--- config.mk ---
export PLATFORM = sky130hd
export DESIGN_NAME = apb_completer_mem
export DESIGN_NICKNAME = d
export VERILOG_FILES = /design/src/rtl/bridge_pkg.sv /design/src/rtl/apb_completer_mem_array.sv /design/src/rtl/apb_completer_mem.sv
export SDC_FILE = /design/constraint.sdc
export NUM_CORES = 1
export LEC_CHECK = 0
export CELL_PAD_IN_SITES_DETAIL_PLACEMENT = 1
export CELL_PAD_IN_SITES_GLOBAL_PLACEMENT = 1
export CORE_MARGIN = 10
export CORE_UTILIZATION = 53
export DETAILED_ROUTE_END_ITERATION = 7
export DONT_BUFFER_PORTS = 1
export HOLD_SLACK_MARGIN = 0.06
export PLACE_DENSITY = 0.84
export SKIP_CTS_REPAIR_TIMING = 1
export SLEW_MARGIN = 30
export SYNTH_ARGS = -nofsm -noshare
export SYNTH_HDL_FRONTEND = slang
export SYNTH_HIERARCHICAL = 1
export SYNTH_SLANG_ARGS = --single-unit
--- constraint.sdc ---
create_clock -name pclk -period 2.7 [get_ports pclk]
set_input_delay 0.27 -clock pclk [delete_from_list [all_inputs] [get_ports pclk]]
set_output_delay 0.27 -clock pclk [all_outputs]
set_load 0.005 [all_outputs]
--- src/rtl/bridge_pkg.sv ---
// Shared APB-side definitions for the AHB-to-APB bridge and its completer model.
package bridge_pkg;

    localparam int PADDR_SIZE = 32;
    localparam int PDATA_SIZE = 32;

    typedef enum logic {
        IDLE   = 1'b0,
        ACCESS = 1'b1
    } apb_completer_state_t;

endpackage

--- src/rtl/apb_completer_mem_array.sv ---
// Word-organised storage for the APB completer: byte-strobed synchronous write,
// combinational read, synchronous clear.
module apb_completer_mem_array #(
    parameter int DEPTH      = 16,
    parameter int PDATA_SIZE = 32
) (
    input  logic                       pclk,
    input  logic                       preset,
    input  logic                       we,
    input  logic [$clog2(DEPTH)-1:0]   widx,
    input  logic [PDATA_SIZE/8-1:0]    wstrb,
    input  logic [PDATA_SIZE-1:0]      wdata,
    input  logic [$clog2(DEPTH)-1:0]   ridx,
    output logic [PDATA_SIZE-1:0]      rdata
);

    logic [PDATA_SIZE-1:0] mem [DEPTH];

    // NOTE: the array is cleared on reset because reads after reset must return 0;
    // this prevents mapping onto a RAM macro, which is acceptable for a model this small.
    always_ff @(posedge pclk) begin
        if (preset) begin
            for (int i = 0; i < DEPTH; i++) mem[i] <= '0;
        end else if (we) begin
            for (int b = 0; b < PDATA_SIZE/8; b++) begin
                if (wstrb[b]) mem[widx][b*8 +: 8] <= wdata[b*8 +: 8];
            end
        end
    end

    assign rdata = mem[ridx];

endmodule

--- src/rtl/apb_completer_mem.sv ---
// APB4 completer backed by a byte-strobed word memory with fixed wait states.
// Optional: define APB_COMPLETER_SLVERR_EN to flag out-of-range/misaligned accesses on PSLVERR.
module apb_completer_mem #(
    parameter int PADDR_SIZE  = bridge_pkg::PADDR_SIZE,
    parameter int PDATA_SIZE  = bridge_pkg::PDATA_SIZE,
    parameter int DEPTH       = 16,
    parameter int WAIT_CYCLES = 0
) (
    input  logic                    pclk,
    input  logic                    PRESET,
    input  logic                    PSEL,
    input  logic                    PENABLE,
    input  logic [2:0]              PPROT,
    input  logic                    PWRITE,
    input  logic [PDATA_SIZE/8-1:0] PSTRB,
    input  logic [PADDR_SIZE-1:0]   PADDR,
    input  logic [PDATA_SIZE-1:0]   PWDATA,
    output logic [PDATA_SIZE-1:0]   PRDATA,
    output logic                    PREADY,
    output logic                    PSLVERR
);

    import bridge_pkg::*;

    localparam int BYTES = PDATA_SIZE / 8;
    localparam int LSB   = $clog2(BYTES);
    localparam int IDX_W = $clog2(DEPTH);
    localparam logic [3:0] WAIT_LOAD = 4'(WAIT_CYCLES);

    apb_completer_state_t state_q, state_d;
    logic [3:0]            cnt_q, cnt_d;
    logic [PADDR_SIZE-1:0] addr_q;
    logic                  write_q;
    logic [BYTES-1:0]      strb_q;
    logic [PDATA_SIZE-1:0] wdata_q;
    logic                  err_q;

    logic                  pready_d, pslverr_d;
    logic [PDATA_SIZE-1:0] prdata_d;
    logic                  setup, ready_now, mem_we;
    logic                  addr_err, cur_write, cur_err;
    logic [IDX_W-1:0]      rd_idx;
    logic [PDATA_SIZE-1:0] mem_rdata;

    // PPROT carries no meaning for a plain memory target.
    logic unused_pprot;
    assign unused_pprot = ^PPROT;

`ifdef APB_COMPLETER_SLVERR_EN
    assign addr_err = (PADDR >= PADDR_SIZE'(DEPTH * BYTES)) || (PADDR[LSB-1:0] != '0);
`else
    assign addr_err = 1'b0;
`endif

    // With zero wait states the response is produced at the setup edge, before
    // the request has been latched, so the live bus values are used there.
    assign rd_idx    = (state_q == IDLE) ? PADDR[LSB +: IDX_W] : addr_q[LSB +: IDX_W];
    assign cur_write = (state_q == IDLE) ? PWRITE : write_q;
    assign cur_err   = (state_q == IDLE) ? addr_err : err_q;

    // NOTE: every always_comb output gets a default first so no path leaves it
    // unassigned, which would otherwise infer a latch.
    always_comb begin
        state_d   = state_q;
        cnt_d     = cnt_q;
        pready_d  = PREADY;
        pslverr_d = PSLVERR;
        prdata_d  = PRDATA;
        setup     = 1'b0;
        ready_now = 1'b0;
        mem_we    = 1'b0;
        unique case (state_q)
            IDLE: begin
                if (PSEL && !PENABLE) begin
                    setup     = 1'b1;
                    state_d   = ACCESS;
                    cnt_d     = WAIT_LOAD;
                    ready_now = (WAIT_LOAD == 4'd0);
                end
            end
            ACCESS: begin
                if (!PSEL) begin
                    state_d   = IDLE;
                    cnt_d     = 4'd0;
                    pready_d  = 1'b0;
                    pslverr_d = 1'b0;
                    prdata_d  = '0;
                end else if (PREADY) begin
                    if (PENABLE) begin
                        mem_we    = write_q && !err_q;
                        state_d   = IDLE;
                        pready_d  = 1'b0;
                        pslverr_d = 1'b0;
                        prdata_d  = '0;
                    end
                end else begin
                    cnt_d     = cnt_q - 4'd1;
                    ready_now = (cnt_q <= 4'd1);
                end
            end
            default: state_d = IDLE;
        endcase
        if (ready_now) begin
            pready_d  = 1'b1;
            pslverr_d = cur_err;
            prdata_d  = (cur_write || cur_err) ? '0 : mem_rdata;
        end
    end

    always_ff @(posedge pclk) begin
        if (PRESET) begin
            state_q <= IDLE;
            cnt_q   <= 4'd0;
            PREADY  <= 1'b0;
            PSLVERR <= 1'b0;
            PRDATA  <= '0;
            addr_q  <= '0;
            write_q <= 1'b0;
            strb_q  <= '0;
            wdata_q <= '0;
            err_q   <= 1'b0;
        end else begin
            state_q <= state_d;
            cnt_q   <= cnt_d;
            PREADY  <= pready_d;
            PSLVERR <= pslverr_d;
            PRDATA  <= prdata_d;
            if (setup) begin
                addr_q  <= PADDR;
                write_q <= PWRITE;
                strb_q  <= PSTRB;
                wdata_q <= PWDATA;
                err_q   <= addr_err;
            end
        end
    end

    apb_completer_mem_array #(
        .DEPTH      (DEPTH),
        .PDATA_SIZE (PDATA_SIZE)
    ) u_array (
        .pclk   (pclk),
        .preset (PRESET),
        .we     (mem_we),
        .widx   (addr_q[LSB +: IDX_W]),
        .wstrb  (strb_q),
        .wdata  (wdata_q),
        .ridx   (rd_idx),
        .rdata  (mem_rdata)
    );

endmodule

==> impl_metrics.csv, run 1 <==
group,metric,value,unit
run_status,status,"complete, but fails checks",
run_status,violations,"negative setup slack",
yosys,synth_async_sr_flop_share,0,%
critical_path,crit_path_start,"state_q",
yosys,synthMuxAreaShare,11.71,%
critical_path,start_kind,"register",
floorplan,rows,79,
critical_path,ff2ff_setup_slack,-80,ps
sta,rsz0062_at_grt,"true",
power_and_ir_drop,clkPwrFrac,41.8,%
clock_tree,htree_levels,2,
sta,finalClockSkew,30.59,ps
routing,drc,0,
floorplan,initial_utilization,53.80,%
sta,finalSetupTns,-102.2,ps
grt,grt_pass1_wl,116300,um
grt,antenna_found_initial,1,
yosys,synth_cells,1825,
yosys,synth.distinct_cells,44,
floorplan,fp.dieArea,56470,sq um
sta,max-slew-margin-rel,49.78,%
cells_and_area,drive_gt1_share,21.54,%
clock_tree,clkSinkCount,591,
yosys,synth_top_family_by_area,"multiplexers",
cells_and_area,nets,1995,
yosys,synth_fp_nets,1903,
critical_path,worst-setup-path-type,"reg2reg",
routing,routedWlPerCell,31.51,um
cells_and_area,final_core_util,62.30,%
power_and_ir_drop,ir_drop,0.5130,mV
power_and_ir_drop,pwr-share-seq,50.5,%
placed_design,dpl.hpwl,48650,um
clock_tree,cts_buffers,59,
critical_path,r2r_cells,7,
yosys,yosys.area_share.adder,0.09969,%
yosys,synth_xor_area_share,0.03489,%
power_and_ir_drop,swShare,22.63,%
placed_design,gp_congestion,0.8106,
critical_path,worstSetupEndpointType,"register",
routing,drtIter0Drc,2046,
clock_tree,cts_buffer_depth,3,
yosys,yosysTopAreaCellShare,61.25,%
clock_tree,clk_latency,640,ps
critical_path,critical_path_arrival,3210,ps
yosys,ys_seq_area_share,67.55,%
yosys,synth_top_flop_cell,"edfxtp_1",
placed_design,dp.cells,2416,
power_and_ir_drop,leakage,9.967,nW
floorplan,die_h,237.6,um
clock_tree,clockRootBuffer,"clkbuf_16",
yosys,synthSimpleGateAreaFrac,11.58,%
hold_path,hold_class,"in2reg",
yosys,syn_avg_cell_area,13.75,sq um
grt,grt_pass1_vias,17910,
grt,grt_usage,27.90,%
cells_and_area,syn_to_final_growth,15.80,%
critical_path,reg2reg_to,"u_array/mem[1][0]",
sta,min_period,2781,ps
floorplan,ios,110,
hold_path,hold_start,"PRESET",
yosys,synth_seq_cells,591,
yosys,yosys_warnings,6,
power_and_ir_drop,p_sw,4.634,mW
clock_tree,clk_pin_slew,70,ps
floorplan,core,46650,sq um
critical_path,cp_max_fo,15,
grt,grt_start_max_net_pins,122,
yosys,synth_compound_area_share,6.106,%
critical_path,reg2reg_from,"state_q",
yosys,syn_area,25100,sq um
power_and_ir_drop,p_per_area,704.7,nW/um^2
hold_path,hold_end,"u_array/mem[13][4]",
power_and_ir_drop,power,20.48,mW
sta,finalHoldViolations,0,
clock_tree,cts_tree,"done",
power_and_ir_drop,internal-power,15.85,mW
job,drv_cap,0,
sta,worst_pin_slew,751.5,ps
placed_design,io_buffer_count,0,
routing,drt-vias-per-instance,6.531,
sta,setup_viol,3,
routing,vias,16820,
routing,finalWirelength,81180,um
floorplan,die_w,237.6,um
yosys,yosys-top-cells-area,"edfxtp_1 (61%), mux4_2 (11%), nor2_1 (7.3%), dfxtp_1 (6.3%), nand2_1 (2.3%)",
cells_and_area,fin_cells,2576,
sta,setup_slack,-81.02,ps
sta,drv_slew,0,
hold_path,hold_depth,2,
routing,route.met3.wl,7093,um
yosys,synth_edf_count,512,
yosys,yosys.area.top_type,"edfxtp_1",
routing,wl_met1,27370,um
routing,antenna_left,0,
power_and_ir_drop,combPwrFrac,7.7,%
sta,post-route-period-util,103.0,%
routing,dr.pass1.iters,5,
sta,fmax,359.6,MHz
critical_path,cp.required,3130,ps
routing,wl_met2,42780,um
grt,overflow,0,
routing,highest_layer,"met5",
-- Yosys cell counts, types with 3 or more instances --
cell type  instances
a211oi_1           3
a21oi_1           44
a22o_1            32
a22oi_1           64
and2_1            33
and3b_1            5
buf_1             12
buf_2             18
buf_4             10
buf_6              4
clkbuf_1         123
dfxtp_1           79
edfxtp_1         512
inv_1              3
mux2_2             5
mux4_2           128
nand2_1          156
nand3_1            6
nand3b_1           4
nor2_1           487
nor2b_1            6
o21bai_1          60
or2_2              4
-- cells in the final DEF (no fill, tap or decap), types with 16 or more instances in the layout --
| master | count |
|---|---|
| a21oi_1 | 44 |
| a22o_1 | 32 |
| a22oi_1 | 64 |
| and2_1 | 33 |
| buf_4 | 142 |
| clkbuf_16 | 65 |
| clkinv_2 | 16 |
| dfxtp_1 | 78 |
| dlygate4sd3_1 | 44 |
| edfxtp_1 | 512 |
| mux4_2 | 128 |
| nand2_1 | 140 |
| nor2_1 | 486 |
| o21bai_1 | 56 |
-- cell families after synthesis --
group,count (synthesis)
fa+ha+maj,2
other cells,1
mux,133
compound gates,212
buf+inv,170
xor+xnor,1
simple gates,715
flops,591
-- metrics by stage --
step | setup slack (ps) | hold WS (ps) | instance area [sq um]
6_report | -81.02 | 65.76 | 29070
5_1_grt | -135.7 | 59.77 | 29070
4_1_cts | -457.1 | -314.1 | 28510
3_5_place_dp | -244.3 | 355.1 | 26470
3_3_place_gp | 29.58 | 353.0 | 26460
2_1_floorplan | 376.4 | 361.5 | 25100
-- critical path, stage by stage (launching register included) --
cell and delay, ps:
dfxtp_2 500, buf_4 260, nand2_1 90, nor2_1 290
buf_4 250, and3b_1 380, nand2_1 420, nor2_1 380
-- power by group through the flow --
stage / clock, mW / sequential, mW / combinational, mW
after CTS: 8.64 / 10.3 / 1.46
final: 8.56 / 10.4 / 1.57
after detailed placement: 0 / 10.5 / 1.43
after global placement: 0 / 10.5 / 1.36
after floorplan: 0 / 10.4 / 0.906
after global routing: 8.99 / 10.4 / 1.63
-- area by class of cell --
class,instances,area (sq um)
Fill cell,4311,17590
Tap cell,607,759.5
Inverter,3,11.26
Clock inverter,26,246.5
Sequential cell,591,16960
Timing Repair Buffer,197,1734
Antenna cell,1,2.502
Multi-Input combinational cell,1065,7561
Clock buffer,86,1795
-- worst max path at each step --
stage,endpoint,cells past startpoint
after detailed placement,u_array/mem[13][20],7
after floorplan,u_array/mem[15][24],7
after global routing,u_array/mem[1][0],7
after CTS,u_array/mem[14][16],7
final,u_array/mem[1][0],7
after global placement,u_array/mem[8][19],7
-- routing by layer --
layer  GRT usage [%]  vias to the layer above
li1                -                     6824
met1           31.51                     8696
met2           49.81                     1033
met3           5.253                      268
met4           14.24                        2
met5               0                        -
-- flip-flops by register name (all words and copies together), names as in the netlist --
name and count:
state_q 1, strb_q 4, PREADY 1, cnt_q 4, addr_q 4, PRDATA 32, u_array/mem 512, write_q 1
wdata_q 32
Note: power is estimated with default switching activity, not from simulation.
==> run 2: changes to the inputs <==
Settings changed: SETUP_SLACK_MARGIN set to 0.15.
==> impl_metrics.csv, run 2 (synthesis gave the netlist of run 1 again) <==
group,metric,value,unit
run_status,status,"finished clean",
critical_path,crit_path_start,"state_q",
job,drv_cap,0,
routing,vias,17040,
sta,post-route-period-util,98.78,%
sta,min_period,2667,ps
cells_and_area,largest_reg_flops,512,
routing,drtIter0Drc,2123,
clock_tree,clk_latency,640,ps
critical_path,reg2reg_to,"u_array/mem[3][28]",
sta,max-slew-margin-rel,48.27,%
sta,drv_slew,0,
floorplan,ios,110,
critical_path,worst-setup-path-type,"reg2reg",
power_and_ir_drop,pwr-share-seq,50.4,%
sta,worst_pin_slew,774.0,ps
cells_and_area,multi_input_area,7642,sq um
power_and_ir_drop,clkPwrFrac,41.8,%
hold_path,hold_class,"in2reg",
routing,finalWirelength,82960,um
critical_path,slowest_stage,"nand2_1",
power_and_ir_drop,power,20.53,mW
sta,finalClockSkew,34.61,ps
clock_tree,cts_tree,"done",
cells_and_area,top_regs,"u_array/mem x512, PRDATA x32, wdata_q x32",
grt,grt_start_max_net_pins,122,
clock_tree,clk_pin_slew,70,ps
cells_and_area,final_core_util,62.73,%
cells_and_area,regMostFlops,"u_array/mem",
clock_tree,htree_levels,2,
critical_path,r2r_cells,6,
routing,dr.pass1.iters,5,
critical_path,crit_path_end,"u_array/mem[3][28]",
power_and_ir_drop,swShare,22.74,%
critical_path,critPathMaxStageDelay,540,ps
critical_path,worstSetupEndpointType,"register",
power_and_ir_drop,leakage,10.12,nW
clock_tree,cts_buffer_depth,3,
cells_and_area,final_cell_mix,"edfxtp_1 (512), nor2_1 (486), buf_4 (148)",
power_and_ir_drop,p_per_area,701.5,nW/um^2
sta,worst_hold_slack,47.47,ps
grt,overflow,0,
floorplan,fp.dieArea,56470,sq um
critical_path,ff2ff_setup_slack,30,ps
clock_tree,clkSinkCount,591,
cells_and_area,drive_gt1_share,22.31,%
clock_tree,cts_buffers,59,
cells_and_area,design_area,29270,sq um
critical_path,start_kind,"register",
grt,antenna_found_initial,1,
critical_path,cp_max_fo,15,
placed_design,place_ws,-244.3,ps
sta,setup_viol,0,
sta,finalHoldViolations,0,
placed_design,io_buffer_count,0,
cells_and_area,seqCellArea,16960,sq um
sta,setup_slack,32.92,ps
floorplan,initial_utilization,53.80,%
floorplan,rows,79,
power_and_ir_drop,combPwrFrac,7.8,%
placed_design,post_dp_cell_area,26470,sq um
floorplan,die_h,237.6,um
grt,grt_pass1_vias,17910,
cells_and_area,syn_to_final_growth,16.60,%
routing,drt-vias-per-instance,6.582,
routing,antenna_left,0,
grt,grt_usage,27.90,%
grt,grt_pass1_wl,116300,um
critical_path,critical_path_arrival,3110,ps
critical_path,path_cells,"buf_4, nand2_1, nor2_1, and3b_1, nand2_1, nor2_1",
routing,routedWlPerCell,32.04,um
sta,rsz0062_at_grt,"true",
floorplan,die_w,237.6,um
floorplan,core,46650,sq um
power_and_ir_drop,ir_drop,0.5185,mV
cells_and_area,fillers,4298,
routing,drc,0,
cells_and_area,nets,2008,
critical_path,cp.required,3140,ps
cells_and_area,layout_commonest_cell,"edfxtp_1",
power_and_ir_drop,internal-power,15.86,mW
sta,fmax,374.9,MHz
placed_design,gp_congestion,0.8106,
placed_design,dpl.hpwl,48650,um
clock_tree,clockRootBuffer,"clkbuf_16",
critical_path,reg2reg_from,"state_q",
power_and_ir_drop,p_sw,4.670,mW
-- run 2: worst min path at each step --
stage | startpoint | to | slack [ps] | cells after the start
after floorplan | PRESET | cnt_q[2] | 360 | 1
after CTS | PRESET | strb_q[2] | -310 | 1
after global placement | PRESET | write_q | 350 | 1
final | PRESET | u_array/mem[5][0] | 50 | 2
after global routing | PRESET | u_array/mem[5][2] | 50 | 2
after detailed placement | PRESET | strb_q[2] | 360 | 1
-- run 2: routing by layer --
layer  track usage (%)  routed length (um)  vias to the layer above  part of all wire, %
li1                  -                   -                     6857                    -
met1             31.51               27700                     8768                   33
met2             49.81               43760                     1126                   53
met3             5.253                7338                      289                  8.8
met4             14.24                4170                        0                  5.0
met5                 0                   0                        -                    0
-- run 2: through the flow --
| stage | std cells | TNS, ps |
|---|---|---|
| 4_1_cts | 2528 | -52750 |
| 6_report | 2589 | 0 |
| 3_3_place_gp | 2416 | 0 |
| 3_5_place_dp | 2416 | -15850 |
| 2_1_floorplan | 1825 | 0 |
| 5_1_grt | 2588 | 0 |
-- run 2: cell type report --
type                    instances  share of cell area (%)
multi-input cells            1066                   26.11
clock inverters                26                  0.8422
clock buffers                  86                   6.135
flip-flops and latches        591                   57.95
inverters                       3                 0.03847
well taps                     607                   2.595
diodes                          1                0.008550
repair buffers                209                   6.318
-- run 2: power groups by stage --
stage	clock, mW	sequential [mW]	combinational (mW)
floorplan	0	10.4	0.906
global placement	0	10.5	1.36
detailed placement	0	10.5	1.43
CTS	8.64	10.3	1.46
global route	8.99	10.4	1.65
finish	8.58	10.4	1.60
-- run 2: critical path: cells and delay by family (launching register included) --
kind / cells / cell delay, ps
DFF: 1 / 460
and+or+nand+nor: 5 / 1780
buffers and inverters: 1 / 230
